<file path="src/rtl/switch_out_sched_pkg.sv">
// Shared types for the switch egress scheduler: byte type, FSM states and id-width helper.
package switch_pkg;
   localparam int NUM_PORTS = 4;

   typedef logic [7:0] byte_t;
   typedef enum logic {IDLE = 1'b0, BUSY = 1'b1} sched_state_t;

   function automatic int port_id_w(input int n);
      return (n > 1) ? $clog2(n) : 1;
   endfunction

   typedef logic [port_id_w(NUM_PORTS)-1:0] port_id_t;
endpackage

</file>
<file path="src/rtl/switch_out_sched_if.sv">
// Ingress streams, egress byte port and status bundle of the egress scheduler.
interface switch_out_sched_if
   import switch_pkg::*;
#(
   parameter int NUM_IN = NUM_PORTS,
   parameter int CNT_W  = 16
);
   localparam int ID_W = port_id_w(NUM_IN);

   // Ingress i transfers a byte at an edge where in_valid[i] && in_ready[i]; a valid byte is
   // held stable until taken. Egress byte transfers at an edge where port_ready && port_read.
   logic [NUM_IN-1:0]        in_valid;
   byte_t [NUM_IN-1:0]       in_data;
   logic [NUM_IN-1:0]        in_last;
   logic [NUM_IN-1:0]        in_ready;
   byte_t                    port_out;
   logic                     port_ready;
   logic                     port_read;
   logic                     grant_valid;
   logic [ID_W-1:0]          grant_id;
   logic [CNT_W-1:0]         pkt_cnt;
   sched_state_t             dbg_state;

   modport master (
      output in_valid, in_data, in_last, port_read,
      input  in_ready, port_out, port_ready, grant_valid, grant_id, pkt_cnt, dbg_state
   );

   modport slave (
      input  in_valid, in_data, in_last, port_read,
      output in_ready, port_out, port_ready, grant_valid, grant_id, pkt_cnt, dbg_state
   );
endinterface

</file>
<file path="src/rtl/switch_out_sched_rr_arbiter.sv">
// Combinational round-robin pick: first requester at or after ptr, wrapping around.
module rr_arbiter
   import switch_pkg::*;
#(
   parameter int NUM_IN = NUM_PORTS
) (
   input  logic [NUM_IN-1:0]             req,
   input  logic [port_id_w(NUM_IN)-1:0]  ptr,
   output logic [NUM_IN-1:0]             gnt_oh,
   output logic [port_id_w(NUM_IN)-1:0]  gnt_idx,
   output logic                          hit
);
   localparam int ID_W = port_id_w(NUM_IN);

   logic [ID_W-1:0] cand;

   always_comb begin
      gnt_oh  = '0;
      gnt_idx = '0;
      hit     = 1'b0;
      cand    = '0;
      for (int k = 0; k < NUM_IN; k++) begin
         cand = ID_W'((int'(ptr) + k) % NUM_IN);
         if (!hit && req[cand]) begin
            hit          = 1'b1;
            gnt_oh[cand] = 1'b1;
            gnt_idx      = cand;
         end
      end
   end
endmodule

</file>
<file path="src/rtl/switch_out_sched.sv">
// Egress scheduler: packet-granular round-robin over ingress streams into a one-byte output register.
module switch_out_sched
   import switch_pkg::*;
#(
   parameter int NUM_IN = NUM_PORTS,
   parameter int CNT_W  = 16
) (
   input logic               clk,
   input logic               rst,
   switch_out_sched_if.slave bus
);
   localparam int ID_W = port_id_w(NUM_IN);

   sched_state_t      state_q, state_d;
   logic [ID_W-1:0]   grant_id_q, grant_id_d;
   logic [ID_W-1:0]   rr_ptr_q, rr_ptr_d;
   logic [NUM_IN-1:0] grant_oh_q, grant_oh_d;
   logic              grant_valid_q, grant_valid_d;
   logic              port_ready_q, port_ready_d;
   byte_t             port_out_q, port_out_d;
   logic [CNT_W-1:0]  pkt_cnt_q, pkt_cnt_d;

   logic [NUM_IN-1:0] arb_oh;
   logic [ID_W-1:0]   arb_idx;
   logic              arb_hit;
   logic [NUM_IN-1:0] in_ready;
   logic              space;
   logic              accept;
   logic              last_byte;

   rr_arbiter #(.NUM_IN(NUM_IN)) u_arb (
      .req     (bus.in_valid),
      .ptr     (rr_ptr_q),
      .gnt_oh  (arb_oh),
      .gnt_idx (arb_idx),
      .hit     (arb_hit)
   );

   always_comb begin
      // The output register can take a byte if it is empty or being drained this edge.
      space     = !port_ready_q || bus.port_read;
      in_ready  = '0;
      if (state_q == BUSY && !rst) begin
         in_ready = grant_oh_q & bus.in_valid & {NUM_IN{space}};
      end
      accept    = |in_ready;
      last_byte = bus.in_last[grant_id_q];

      state_d       = state_q;
      grant_id_d    = grant_id_q;
      grant_oh_d    = grant_oh_q;
      grant_valid_d = grant_valid_q;
      rr_ptr_d      = rr_ptr_q;
      port_ready_d  = port_ready_q;
      port_out_d    = port_out_q;
      pkt_cnt_d     = pkt_cnt_q;

      if (accept) begin
         port_out_d   = bus.in_data[grant_id_q];
         port_ready_d = 1'b1;
      end else if (bus.port_read) begin
         port_ready_d = 1'b0;
      end

      case (state_q)
         IDLE: begin
            if (arb_hit) begin
               state_d       = BUSY;
               grant_valid_d = 1'b1;
               grant_id_d    = arb_idx;
               grant_oh_d    = arb_oh;
            end
         end
         BUSY: begin
            if (accept && last_byte) begin
               state_d       = IDLE;
               grant_valid_d = 1'b0;
               pkt_cnt_d     = pkt_cnt_q + CNT_W'(1);
               rr_ptr_d      = (grant_id_q == ID_W'(NUM_IN - 1)) ? '0 : grant_id_q + ID_W'(1);
            end
         end
         default: state_d = IDLE;
      endcase
   end

   always_ff @(posedge clk) begin
      if (rst) begin
         state_q       <= IDLE;
         grant_id_q    <= '0;
         grant_oh_q    <= '0;
         grant_valid_q <= 1'b0;
         rr_ptr_q      <= '0;
         port_ready_q  <= 1'b0;
         port_out_q    <= '0;
         pkt_cnt_q     <= '0;
      end else begin
         state_q       <= state_d;
         grant_id_q    <= grant_id_d;
         grant_oh_q    <= grant_oh_d;
         grant_valid_q <= grant_valid_d;
         rr_ptr_q      <= rr_ptr_d;
         port_ready_q  <= port_ready_d;
         port_out_q    <= port_out_d;
         pkt_cnt_q     <= pkt_cnt_d;
      end
   end

   assign bus.in_ready    = in_ready;
   assign bus.port_out    = port_out_q;
   assign bus.port_ready  = port_ready_q;
   assign bus.grant_valid = grant_valid_q;
   assign bus.grant_id    = grant_id_q;
   assign bus.pkt_cnt     = pkt_cnt_q;
   assign bus.dbg_state   = state_q;
endmodule

</file>
<file path="src/flat_wrapper.sv">
// flat-port wrapper written by rule: the top's interface ports become plain ports
module switch_out_sched_flat import switch_pkg::*;
#(
   parameter int NUM_IN = NUM_PORTS,
   parameter int CNT_W  = 16
)
  (clk, rst, bus_in_valid, bus_in_data, bus_in_last, bus_port_read, bus_in_ready, bus_port_out, bus_port_ready, bus_grant_valid, bus_grant_id, bus_pkt_cnt, bus_dbg_state);
  switch_out_sched_if #(.NUM_IN(NUM_IN), .CNT_W(CNT_W)) bus_i ();
  input logic clk;
  input logic rst;
  input wire logic [$bits(bus_i.in_valid)-1:0] bus_in_valid;
  input wire logic [$bits(bus_i.in_data)-1:0] bus_in_data;
  input wire logic [$bits(bus_i.in_last)-1:0] bus_in_last;
  input wire logic [$bits(bus_i.port_read)-1:0] bus_port_read;
  output wire logic [$bits(bus_i.in_ready)-1:0] bus_in_ready;
  output wire logic [$bits(bus_i.port_out)-1:0] bus_port_out;
  output wire logic [$bits(bus_i.port_ready)-1:0] bus_port_ready;
  output wire logic [$bits(bus_i.grant_valid)-1:0] bus_grant_valid;
  output wire logic [$bits(bus_i.grant_id)-1:0] bus_grant_id;
  output wire logic [$bits(bus_i.pkt_cnt)-1:0] bus_pkt_cnt;
  output wire logic [$bits(bus_i.dbg_state)-1:0] bus_dbg_state;
  assign bus_i.in_valid = bus_in_valid;
  assign bus_i.in_data = bus_in_data;
  assign bus_i.in_last = bus_in_last;
  assign bus_i.port_read = bus_port_read;
  assign bus_in_ready = bus_i.in_ready;
  assign bus_port_out = bus_i.port_out;
  assign bus_port_ready = bus_i.port_ready;
  assign bus_grant_valid = bus_i.grant_valid;
  assign bus_grant_id = bus_i.grant_id;
  assign bus_pkt_cnt = bus_i.pkt_cnt;
  assign bus_dbg_state = bus_i.dbg_state;
  switch_out_sched #(.NUM_IN(NUM_IN), .CNT_W(CNT_W)) u_core (.clk(clk), .rst(rst), .bus(bus_i));
endmodule
</file>
<file path="config.mk">
export PLATFORM = sky130hd
export DESIGN_NAME = switch_out_sched_flat
export DESIGN_NICKNAME = d
export VERILOG_FILES = /design/src/rtl/switch_out_sched_pkg.sv /design/src/rtl/switch_out_sched_if.sv /design/src/rtl/switch_out_sched_rr_arbiter.sv /design/src/rtl/switch_out_sched.sv /design/src/flat_wrapper.sv
export SDC_FILE = /design/constraint.sdc
export NUM_CORES = 1
export LEC_CHECK = 0
export BUFFER_PORTS_ARGS = -buffer_cell sky130_fd_sc_hd__buf_2
export CORE_AREA = 2 2 93 95
export CTS_BUF_LIST = sky130_fd_sc_hd__clkbuf_4
export DETAILED_ROUTE_END_ITERATION = 8
export DIE_AREA = 0 0 95 97
export RECOVER_POWER = 100
export SLEW_MARGIN = 20
export SYNTH_ARGS = -nofsm -noshare
export SYNTH_HDL_FRONTEND = slang
export SYNTH_SLANG_ARGS = --single-unit
</file>
<file path="constraint.sdc">
create_clock -name clk -period 6.4 [get_ports clk]
set_input_delay 0.96 -clock clk [delete_from_list [all_inputs] [get_ports clk]]
set_output_delay 0.96 -clock clk [all_outputs]
set_load 0.005 [all_outputs]
</file>
=== Word-level counts from Yosys, hierarchy flattened ===
Index checks and enable logic that the tools add are counted.

* Flip-flop bits (word level): 35
* Bits in latches: 0
* Memory bits (writable): 0
* Bits in read-only memories: 0
* Bits of input ports: 43
* Output and inout port bits: 33
* Memories: 0

* Add/subtract/negate cells: 5
* Multipliers: 0
* Div/mod/pow operators: 0
* Magnitude comparators: 9
* Eq/ne operators: 3
* Shifts and indexed selects: 0
* Multiplexer cells: 42
* Bitwise gates (word level): 6
* Reduce and logical (&&, ||, !) cells: 20

{| class="wikitable"
|+ Operator list
! cell !! count
|-
| $mux W4 || 5
|-
| $mux W1 || 19
|-
| $add A16 B1 Y16 const B || 1
|-
| $bmux W8 S2 || 1
|-
| $lt A2 B3 Y1 const B || 5
|-
| $or A4 B4 Y4 || 3
|-
| $bmux W1 S2 || 5
|-
| $mux W2 || 5
|-
| $logic_and A1 B1 Y1 || 9
|-
| $and A4 B4 Y4 || 2
|-
| $demux W1 S2 || 4
|-
| $ge A2 B1 Y1 const B || 4
|-
| $mux W8 || 1
|-
| $reduce_and A2 Y1 || 3
|-
| $logic_not A1 Y1 || 5
|-
| $add A2 B1 Y2 const B || 2
|-
| $add A2 B2 Y2 const B || 2
|-
| $pmux W1 S2 || 2
|-
| $reduce_or A4 Y1 || 1
|-
| $eq A2 B2 Y1 const B || 1
|-
| $ne A2 B1 Y1 const B || 1
|-
| $ne A2 B2 Y1 const B || 1
|-
| $reduce_bool A2 Y1 || 1
|-
| $logic_or A1 B1 Y1 || 1
|-
| $not A1 Y1 || 1
|}

=== Depth between registers and ports, before layout ===
Gate-level depths: netlist of the first run.

* Word-level depth: 14
* Depth in mapped cells: 10
* Mapped depth without buffers: 7

=== By module ===
From an unflattened synthesis of the first run, not the netlist that was laid out.

* Cell total of the unflattened synthesis: 242
* Area, all modules: 2327.2 um^2

{| class="wikitable"
|+ By module, submodules not included
! module !! times used !! cells each !! area each (um^2) !! seq. area each (um^2)
|-
| switch_out_sched || 1 || 197 || 1908.1 || 700.7
|-
| rr_arbiter || 1 || 45 || 419.2 || 0.0
|}

=== Worst setup path after synthesis of the first run ===
OpenSTA, ideal clock, no wires.

* Path kind: input-to-reg
* Start: input bus_in_valid[3]
* End: register u_core.grant_oh_q[0]
* Data arrival time: 2.358 ns
* Setup slack: 3.951 ns
* Stages on the path: 7
* Path through: buf_2 > mux4_2 > buf_6 > nor2_4 > a21oi_1 > o31a_1 > a311oi_1

* Cells in the longest elaborated chain, start to end: 13

{| class="wikitable"
|+ Ends and longest elaborated chain
! what !! line !! source
|-
| start, declared || flat_wrapper.sv:11 || <nowiki>input wire logic [$bits(bus_i.in_valid)-1:0] bus_in_valid;</nowiki>
|-
| $bmux W1 S2 || switch_out_sched_rr_arbiter.sv:24 || <nowiki>if (!hit && req[cand]) begin</nowiki>
|-
| $mux W1 (not written as such) || switch_out_sched_rr_arbiter.sv:24 ||
|-
| $mux W1 || switch_out_sched_rr_arbiter.sv:24 ||
|-
| $logic_not A1 Y1 || switch_out_sched_rr_arbiter.sv:24 ||
|-
| $logic_and A1 B1 Y1 || switch_out_sched_rr_arbiter.sv:24 ||
|-
| $mux W1 || switch_out_sched_rr_arbiter.sv:24 ||
|-
| $logic_not A1 Y1 || switch_out_sched_rr_arbiter.sv:24 ||
|-
| $logic_and A1 B1 Y1 || switch_out_sched_rr_arbiter.sv:24 ||
|-
| $mux W1 || switch_out_sched_rr_arbiter.sv:24 ||
|-
| $logic_not A1 Y1 || switch_out_sched_rr_arbiter.sv:24 ||
|-
| $logic_and A1 B1 Y1 || switch_out_sched_rr_arbiter.sv:24 ||
|-
| $mux W1 || switch_out_sched_rr_arbiter.sv:24 ||
|-
| $reduce_and A2 Y1 (no source line) || -- ||
|-
| end signal, assigned || switch_out_sched.sv:99 || <nowiki>grant_oh_q <= grant_oh_d;</nowiki>
|-
| end, declared || switch_out_sched.sv:17 || <nowiki>logic [NUM_IN-1:0] grant_oh_q, grant_oh_d;</nowiki>
|}

Parallel ways exist; a longest one is shown, timed or not. The select of a mux whose other input is x is not followed.
A chain may end at the register's enable or synchronous reset.

=== Final worst setup path of the first run ===
* Start: input rst
* End: register u_core.pkt_cnt_q[4], in the netlist u_core.bus.pkt_cnt[4]

* Cells in the longest elaborated chain, start to end: 6

{| class="wikitable"
|+ Ends and longest elaborated chain
! what !! line !! source
|-
| start, declared || flat_wrapper.sv:10 || <nowiki>input logic rst;</nowiki>
|-
| $logic_not A1 Y1 || switch_out_sched.sv:43 || <nowiki>if (state_q == BUSY && !rst) begin</nowiki>
|-
| $logic_and A1 B1 Y1 || switch_out_sched.sv:43 ||
|-
| $mux W4 || switch_out_sched.sv:43 ||
|-
| $reduce_or A4 Y1 || switch_out_sched.sv:46 || <nowiki>accept = |in_ready;</nowiki>
|-
| $logic_and A1 B1 Y1 || switch_out_sched.sv:75 || <nowiki>if (accept && last_byte) begin</nowiki>
|-
| $reduce_and A2 Y1 (no source line) || -- ||
|-
| end signal, assigned || switch_out_sched.sv:104 || <nowiki>pkt_cnt_q <= pkt_cnt_d;</nowiki>
|-
| end, declared || switch_out_sched.sv:21 || <nowiki>logic [CNT_W-1:0] pkt_cnt_q, pkt_cnt_d;</nowiki>
|}

Parallel ways exist; a longest one is shown, timed or not.

==> metrics.txt, run 1 <==
clock latency on the worst-skew pair=0.35 ns; # Max-Cap Violations=2; vias per cell=approximately 5.2; most numerous cell in the Yosys netlist=dfxtp_1; final cycle utilization of the critical path=63.6%; CP cell instances=clkbuf_1 -> nand2b_1 -> a211oi_1 -> o21ai_0 -> o21ai_0 -> a21oi_1; Clock Power Share=around a third; combinational cell fraction of total power=about 18%; main area contributors after synthesis=dfxtp_1 (29%), mux4_2 (9.4%), mux2i_1 (5.9%); unrepaired setup endpoints after global routing=no; n_diodes=0; FF+latch area=~700 um2; Hold Path End=u_core.bus.pkt_cnt[15]$_SDFFE_PP0P_; initial core utilization=29.4%; Pre-antenna DRT Iters=4; share of flip-flops with an asynchronous set or reset=0%; status=finished with violations; achievable frequency=246 MHz; overall routing resource usage=13.9%; vias in the first global route=between 2000 and 2500; Longest Clk Path Bufs=2; Post-Syn Instances=around 270; Vias=2267; R2R setup slack=roughly 3.2 ns; CP max-delay cell=o21ai_0; syn avg cell area=approximately 9 um2; Setup crit start kind=primary input; Cells after DPL=between 400 and 500; Die H=about 97 um; R2R Path End=u_core.grant_oh_q[0]$_SDFFE_PP0P_; first-pass GRT wire length=~10 mm; largest net degree at the start of global routing=38; most frequent CP cell=o21ai_0; Final Hold Viols=0; DP HPWL=4.65 mm; Num CTS Buffers=5; Worst Path Required=6.66 ns; Reg power frac=49.3%; Worst IR Drop VDD=around 80 uV; Post-Syn Area=approximately 0.0024 mm2; Leakage=between 1 and 1.5 nW; syn_nets=approximately 320; Worst Tran Pin Value=1.62 ns; switching power=between 0.0001 and 0.00015 W; final instance area=between 0.002 and 0.003 mm2; CTS clock-pin slew for the worst setup and hold paths=approximately 0.11 ns; area delta synth->final=17.7%; worst hold margin=a little under 0.5 ns; worst hold stages=2; CTS sink cnt=35; #FFs+latches synth=35; r2r startpoint=u_core.rr_ptr_q[0]$_SDFFE_PP0P_; GP Congestion=between 0.7 and 0.8; post_cts resized=0; Total Routed Length=~6.2 mm; initial antenna violation count=0; DRT iter0 DRCs=160; Antenna Nets Post-Route=0; clock tree from TritonCTS=yes; total setup buffers inserted after CTS=0; overflow left after global routing=0; Critical Path AT=4.33 ns; sw frac=27.3%; sequential fraction of the synthesis area=29.3%; Worst Path Max Fanout=37; core area=0.00813 mm2; Root Buffer=clkbuf_4; final net count=379; Commonest cells post-synth=dfxtp_1 (35), a21oi_1 (26), nor2_1 (23), mux2i_1 (14), o21ai_0 (13); I/O pin count=between 70 and 80; die area=about 0.009 mm2; Pint=~0.00035 W; ratio of cells with drive above 1 in the final layout=between 20% and 30%; crit path kind=primary input to flop; H-tree depth=2; post-route insts no fill=between 400 and 500; Sum Neg Setup Slack=0 ns; PD cells=between 150 and 200 mW/mm2; post-layout minimum cycle time=approximately 4 ns; CP max stage delay=between 1 and 1.5 ns; Slew HR=-7.68%; CTS Hold Buffers Added=0; area share of the largest cell type after synthesis=between 20 and 30%; Final Skew=between 0.009 and 0.01 ns; EDFF count, synth=0; row count=33; Synth area leader=dfxtp_1; die width=roughly 95 um; WL/cell=14.3 um; failing checks=capacitance limit, slew limit; Fillers=around 870; DR DRC count=0; area occupied by multi-input gates=around 0.0015 mm2; Max Slew Vio Count=55; hold crit path type=flop to flop; Yosys warnings=0; Worst Setup End Kind=flop; Synth cell types=54; IO Port Bufs=75; Main synth FF type=dfxtp_1; post-placement cell area=0.00280 mm2; cells on worst reg2reg path=7; setup violators final=0; hold_sp=u_core.bus.pkt_cnt[15]$_SDFFE_PP0P_
kinds of logic (layout without fill, tap and decap cells):
group | Yosys count | after routing | share of synthesized area, %
simple gates | 88 | 88 | 20.4
compound gates | 82 | 82 | 23.7
flops | 35 | 35 | 29.3
mux | 27 | 27 | 17.1
buf+inv | 26 | 90 | 5.49
fa+ha+maj | 7 | 7 | 3.66
xor+xnor | 1 | 1 | 0.366
cell type report:
class	instances	share of cell area (%)
clock inverters	3	1.38
flip-flops and latches	35	24.9
repair buffers	75	12.3
clock buffers	5	1.33
multi-input cells	205	54.5
inverters	7	0.933
well taps	105	4.66
cells in the final DEF (no fill, tap or decap), drive strengths merged, types with 8 or more instances in the layout:
cell type / n
buf: 51
dfxtp: 35
clkbuf: 29
a21oi: 26
nor2: 24
mux2i: 15
o21ai: 14
nand2: 12
mux4: 10
or3: 9
or4: 8
sequential cells by signal (all words and copies together), names as in the netlist:
| signal | flops |
|---|---|
| u_core.grant_oh_q | 4 |
| u_core.bus.grant_id | 2 |
| u_core.bus.pkt_cnt | 16 |
| u_core.bus.grant_valid | 1 |
| u_core.bus.dbg_state | 1 |
| u_core.bus.port_out | 8 |
| u_core.bus.port_ready | 1 |
| u_core.rr_ptr_q | 2 |
worst max path at each step:
stage                                               start                                 end  depth (start not counted)
final                                                 rst  u_core.bus.pkt_cnt[4]$_SDFFE_PP0P_                          6
after global routing                                  rst  u_core.bus.pkt_cnt[1]$_SDFFE_PP0P_                          6
after CTS                 u_core.rr_ptr_q[0]$_SDFFE_PP0P_   u_core.grant_oh_q[0]$_SDFFE_PP0P_                          7
after detailed placement                              rst  u_core.bus.pkt_cnt[1]$_SDFFE_PP0P_                          6
after global placement                                rst     u_core.rr_ptr_q[1]$_SDFFE_PP0P_                          6
after floorplan                           bus_in_valid[3]   u_core.grant_oh_q[0]$_SDFFE_PP0P_                          7
power groups by stage:
stage	registers (W)	clock network [W]	logic (W)
floorplan	0.000235	0	0.0000666
global placement	0.000242	0	0.0000871
detailed placement	0.000242	0	0.0000881
CTS	0.000237	0.000160	0.0000884
global route	0.000239	0.000173	0.0000946
finish	0.000237	0.000158	0.0000856
worst max-delay path, delay by kind of cell:
family | cells | cell delay (ns)
AO/OA/AOI/OAI | 4 | 1.82
buffers and inverters | 1 | 1.14
AND/OR/NAND/NOR | 1 | 0.39
layer usage:
metal	GRT usage [%]	up-vias	routed length, um
met5	0	-	0
met4	4.46	0	131
met3	3.27	10	297
met2	23.0	52	3020
met1	17.5	1058	2780
li1	-	1147	-
per-stage QoR:
step           total power, W  worst slack [ns]  utilization, %
2_1_floorplan        0.000302              3.95               -
5_1_grt              0.000506              1.89            34.6
4_1_cts              0.000486              3.26            35.3
3_5_place_dp         0.000330              3.23            34.4
6_report             0.000480              2.33            34.6
3_3_place_gp         0.000329              3.26            34.4
Note: power is estimated with default switching activity, not from simulation.
==> inputs of run 2 (changes only) <==
Clock period 6.4 ns to 3.35 ns, I/O delays scaled along.
==> metrics.txt, run 2 (synthesis gave the netlist of run 1 again) <==
status=finished, final reports clean; total setup buffers inserted after CTS=0 (unchanged); n_diodes=0 (unchanged); # Max-Cap Violations=0 (-2); largest net degree at the start of global routing=37 (-2.6%); overall routing resource usage=14.1% (+0.24 points); max reg flops=16 (unchanged); Final Hold Viols=0 (unchanged); Final Skew=0.00903 ns (-0.000808 ns); Power, Total=0.000860 W (+79%); row count=33 (unchanged); die area=0.00922 mm2 (unchanged); post_cts resized=0 (unchanged); Leakage=1.07 nW (+3.5%); overflow left after global routing=0 (unchanged); initial core utilization=29.4% (unchanged); most frequent cells in the layout=buf_2 (57), dfxtp_1 (35), a21oi_1 (26); IO Port Bufs=75 (unchanged); Root Buffer=clkbuf_4; final net count=387 (+2.1%); Slew HR=45.3% (+53 points); CP cell instances=nand2b_1 -> a211oi_1 -> o21ai_0 -> clkbuf_1 -> or4_1 -> a21oi_1; Sum Neg Setup Slack=0 ns (unchanged); crit path kind=flop to flop; Longest Clk Path Bufs=2 (unchanged); Worst Setup End Kind=flop; WL/cell=14.5 um (+1.1%); DR DRC count=0 (unchanged); achievable frequency=roughly 380 MHz; CTS clock-pin slew for the worst setup and hold paths=0.11 ns (about the same); GP Congestion=0.846 (+6.3%); Max Slew Vio Count=0 (-100%); Vias=2319 (+2.3%); H-tree depth=2 (unchanged); Worst IR Drop VDD=115 uV (+44%); Critical Path AT=2.90 ns (-1.43 ns); initial antenna violation count=0 (unchanged); vias in the first global route=2207 (+1.3%); CP max stage delay=0.60 ns (-0.62 ns); Worst Tran Pin Value=0.821 ns (-0.794 ns); Worst Path Max Fanout=12 (-68%); Antenna Nets Post-Route=0 (unchanged); core area=0.00813 mm2 (unchanged); DRT iter0 DRCs=84 (-48%); Cells after DPL=435 (+1.9%); I/O pin count=76 (unchanged); CTS sink cnt=35 (unchanged); area delta synth->final=19.1%; vias per cell=5.23 (+0.45%); CP max-delay cell=dfxtp_1; Worst Path Required=3.63 ns (-3.03 ns); first-pass GRT wire length=10.6 mm (+2.1%); Setup crit start kind=flop; Total Routed Length=6.42 mm (+3.0%); clock tree from TritonCTS=yes; Die H=97 um (unchanged); post-route insts no fill=443 (+1.8%); setup violators final=0 (unchanged); Num CTS Buffers=5 (unchanged); Pre-antenna DRT Iters=4 (unchanged); CTS Hold Buffers Added=0 (unchanged); final cycle utilization of the critical path=around four fifths; most common cell after layout, fill and taps aside=buf_2; DP HPWL=4.85 mm (+4.3%); ratio of cells with drive above 1 in the final layout=26.0% (+2.4 points); PD cells=301 mW/mm2 (+77%); unrepaired setup endpoints after global routing=no; post-layout minimum cycle time=2.62 ns; clock latency on the worst-skew pair=0.34 ns (about the same); Fillers=843 (-2.7%); hold crit path type=flop to flop; die width=95 um (unchanged)
## run 2: final timing paths
kind                                             from                             endpoint  slack (ns)  cells past startpoint
setup / recovery      u_core.bus.dbg_state$_SDFF_PP0_   u_core.bus.pkt_cnt[5]$_SDFFE_PP0P_        0.73                      6
setup reg to reg      u_core.bus.dbg_state$_SDFF_PP0_   u_core.bus.pkt_cnt[5]$_SDFFE_PP0P_        0.73                      6
hold / removal    u_core.bus.grant_valid$_SDFFE_PP0P_  u_core.bus.grant_valid$_SDFFE_PP0P_        0.47                      1
hold reg to reg   u_core.bus.grant_valid$_SDFFE_PP0P_  u_core.bus.grant_valid$_SDFFE_PP0P_        0.47                      1
## run 2: worst max-delay path: cells and delay by family (launching register included)
family / cells / cell delay (ns)
flip-flops: 1 / 0.60
buffers and inverters: 1 / 0.23
AND/OR/NAND/NOR: 2 / 0.81
AO/OA/AOI/OAI: 3 / 0.94
## run 2: routing by layer
metal  share of wire, %  up-vias  global-route usage (%)
li1                   -     1162                       -
met1                 45     1091                    18.4
met2                 49       60                    23.6
met3                4.0        6                    2.57
met4                1.1        0                    4.01
met5                  0        -                       0
## run 2: per-stage QoR
stage	cell area [um2]	setup slack [ns]	hold slack, ns	util, %
2_1_floorplan	2390	0.951	0.465	-
5_1_grt	2850	0.396	0.502	35.1
6_report	2850	0.731	0.473	35.1
3_3_place_gp	2860	1.02	0.461	35.1
4_1_cts	2910	0.843	0.483	35.8
3_5_place_dp	2860	0.877	0.457	35.1
## run 2: cell type report
| type | instances | area (um2) | area share, % |
|---|---|---|---|
| Clock buffer | 7 | 52.6 | 1.84 |
| Clock inverter | 1 | 5.00 | 0.175 |
| Inverter | 7 | 26.3 | 0.921 |
| Multi-Input combinational cell | 205 | 1540 | 54.1 |
| Sequential cell | 35 | 701 | 24.6 |
| Tap cell | 105 | 131 | 4.61 |
| Timing Repair Buffer | 83 | 394 | 13.8 |
## run 2: where the power goes
part | internal [W] | total, W | switching (W)
clock network | 0.0000980 | 0.000240 | 0.000142
registers | 0.000431 | 0.000442 | 0.0000111
logic | 0.0000846 | 0.000178 | 0.0000938
total | 0.000613 | 0.000860 | 0.000247
==> inputs of run 3 (changes only) <==
Settings changed: ABC_AREA from default to 1, CORE_AREA 2 2 93 95 to 2 2 92 94, DIE_AREA 0 0 95 97 to 0 0 94 96.
Clock period 3.35 ns to 2.4 ns, I/O delays scaled along.
==> metrics.txt, run 3 <==
Num CTS Buffers=5 (unchanged); Worst Path Max Fanout=12 (unchanged); Final Skew=0.0276 ns (+0.0186 ns); CTS clock-pin slew for the worst setup and hold paths=0.12 ns (about the same); EDFF count, synth=0 (unchanged); area delta synth->final=19.7%; worst setup margin=0.346 ns (-0.385 ns); combinational cell fraction of total power=33.3% (+12 points); DRT iter0 DRCs=76 (-9.5%); row count=33 (unchanged); final cycle utilization of the critical path=85.6% (+7.4 points); Commonest cells post-synth=nor2_1 (78), nand2_1 (69), inv_1 (42), o21ai_0 (36), dfxtp_1 (35); die area=0.00902 mm2 (-2.1%); initial antenna violation count=0 (unchanged); syn avg cell area=6.30 um2 (-30%); largest net degree at the start of global routing=24 (-35%); Root Buffer=clkbuf_4; max reg flops=16 (unchanged); total setup buffers inserted after CTS=0 (unchanged); worst hold margin=0.317 ns (-0.156 ns); most numerous cell in the Yosys netlist=nor2_1; Reg power frac=44.6% (-6.8 points); clock tree from TritonCTS=yes; core area=0.00805 mm2 (-1.0%); hold crit path type=primary input to flop; Antenna Nets Post-Route=0 (unchanged); DR DRC count=0 (unchanged); Worst IR Drop VDD=192 uV (+67%); Post-Syn Instances=374 (+41%); post-layout minimum cycle time=2.05 ns (-0.565 ns); syn_nets=424 (+34%); cells on worst reg2reg path=10 (+4); #FFs+latches synth=35 (unchanged); Die H=96 um (-1.0%); Cells after DPL=547 (+26%); Hold Path End=u_core.bus.port_out[6]$_SDFFE_PP0P_; r2r startpoint=u_core.rr_ptr_q[0]$_SDFFE_PP0P_; Sum Neg Setup Slack=0 ns (unchanged); most common cell after layout, fill and taps aside=nor2_1; vias per cell=4.65 (-11%); ratio of cells with drive above 1 in the final layout=18.7% (-7.4 points); dpl ws=0.381 ns (-0.496 ns); post-route insts no fill=555 (+25%); CTS Hold Buffers Added=0 (unchanged); Setup crit start=u_core.rr_ptr_q[0]$_SDFFE_PP0P_; Post-Syn Area=0.00236 mm2 (-1.6%); Yosys warnings=0 (unchanged); crit path kind=flop to flop; achievable frequency=487 MHz (+27%); Longest Clk Path Bufs=2 (unchanged); initial core utilization=29.3% (-0.16 points); Worst Setup End Kind=flop; Pre-antenna DRT Iters=4 (unchanged); final net count=499 (+29%); main area contributors after synthesis=dfxtp_1 (30%), nor2_1 (12%), nand2_1 (11%); hold_sp=bus_in_data[30]; met2 routed WL=3.08 mm (-3.0%); PD cells=524 mW/mm2 (+74%); setup violators final=0 (unchanged); unrepaired setup endpoints after global routing=no; routed length on met1=2.83 mm (-2.9%); n_diodes=0 (unchanged); sw frac=38.0% (+9.3 points); routed wl met3=399 um (+53%); sequential fraction of the synthesis area=29.7% (+0.47 points); R2R setup slack=0.35 ns (-0.39 ns); Setup crit start kind=flop; # Max-Cap Violations=0 (unchanged); Final Hold Viols=0 (unchanged); Total Routed Length=6.38 mm (-0.64%); die width=94 um (-1.1%); area share of the largest cell type after synthesis=29.7% (+0.47 points); R2R Path End=u_core.grant_oh_q[1]$_SDFFE_PP0P_; most frequent cells in the layout=nor2_1 (79), nand2_1 (70), buf_2 (52); post_cts resized=0 (unchanged); Vias=2580 (+11%); Worst Path Required=2.62 ns (-1.01 ns); WL/cell=11.5 um (-21%); share of flip-flops with an asynchronous set or reset=0% (unchanged); final core utilization=35.1% (about the same); worst hold stages=3 (+2); Worst Tran Pin Value=0.741 ns (-0.0796 ns); status=finished, final reports clean; H-tree depth=2 (unchanged); Synth cell types=33 (-39%); CTS sink cnt=35 (unchanged); IO Port Bufs=75 (unchanged); clock latency on the worst-skew pair=0.35 ns (about the same); DP HPWL=4.93 mm (+1.7%); overall routing resource usage=14.4% (+0.33 points); Leakage=1.24 nW (+16%); Clock Power Share=22.1% (-5.8 points); Pint=0.000918 W (+50%); first-pass GRT wire length=10.5 mm (-0.85%); Critical Path AT=2.28 ns (-0.62 ns); Max Slew Vio Count=0 (unchanged); Slew HR=50.6% (+5.3 points); GP Congestion=0.854 (+1.1%); Main synth FF type=dfxtp_1; top routing layer in use=met4; switching power=0.000562 W (+130%); vias in the first global route=2388 (+8.2%); overflow left after global routing=0 (unchanged); Synth area leader=dfxtp_1; I/O pin count=76 (unchanged)
==> run 3: cell types whose count changed after synthesis, moves of 9 or more <==
cell / change
inv_1: +35
o21ai_1: +10
o21ai_0: +23
a21oi_1: -13
nor2_1: +55
mux4_2: -10
mux2i_1: -14
nand2_1: +57
or3_1: -9
==> run 3: worst max-delay path by stage <==
| stage | slack [ns] | endpoint |
|---|---|---|
| finish | 0.35 | u_core.grant_oh_q[1]$_SDFFE_PP0P_ |
| global route | 0.14 | u_core.grant_oh_q[3]$_SDFFE_PP0P_ |
| CTS | 0.35 | u_core.grant_oh_q[1]$_SDFFE_PP0P_ |
| detailed placement | 0.38 | u_core.grant_oh_q[3]$_SDFFE_PP0P_ |
| global placement | 0.48 | u_core.bus.grant_id[0]$_SDFFE_PP0P_ |
| floorplan | 0.59 | u_core.grant_oh_q[1]$_SDFFE_PP0P_ |
==> run 3: area by class of cell <==
class                   count  area, um2
fillers                   904       5230
clock buffers               6       45.0
flip-flops and latches     35        701
multi-input cells         279       1380
clock inverters             2       7.51
repair buffers             81        380
well taps                 105        131
inverters                  47        181
==> run 3: kinds of logic after synthesis <==
logic type,after synthesis,synth area share [%]
AOI/OAI and AO/OA,75,17.5
xor gates and xnor gates,4,1.49
adders and majority gates,7,3.72
buffers and inverters,60,11.5
DFF,35,29.7
and+or+nand+nor,193,36.1
==> run 3: through the flow <==
stage	area [um2]	power [W]
3_5_place_dp	2820	0.00119
2_1_floorplan	2360	0.00104
5_1_grt	2820	0.00160
3_3_place_gp	2820	0.00118
6_report	2820	0.00148
4_1_cts	2870	0.00152
==> run 3: critical path, stage by stage (launching register included) <==
cell and delay (ns):
dfxtp_1 0.49, inv_2 0.17, ha_1 0.39, inv_1 0.12
nand3_1 0.10, nand2_2 0.15, nand4_4 0.13, nand2_2 0.20
nand2_1 0.07, nand2_1 0.07, a21oi_2 0.03
==> run 3: metal layers <==
layer | vias to the layer above | track usage, %
li1 | 1350 | -
met1 | 1137 | 17.1
met4 | 0 | 3.26
met3 | 7 | 3.13
met2 | 86 | 26.6
met5 | - | 0
==> run 3: power groups by stage <==
stage / Clock, W / Combinational [W] / Sequential, W
3_3_place_gp: 0 / 0.000510 / 0.000673
2_1_floorplan: 0 / 0.000377 / 0.000667
5_1_grt: 0.000363 / 0.000573 / 0.000666
6_report: 0.000327 / 0.000493 / 0.000660
4_1_cts: 0.000341 / 0.000519 / 0.000660
3_5_place_dp: 0 / 0.000519 / 0.000673
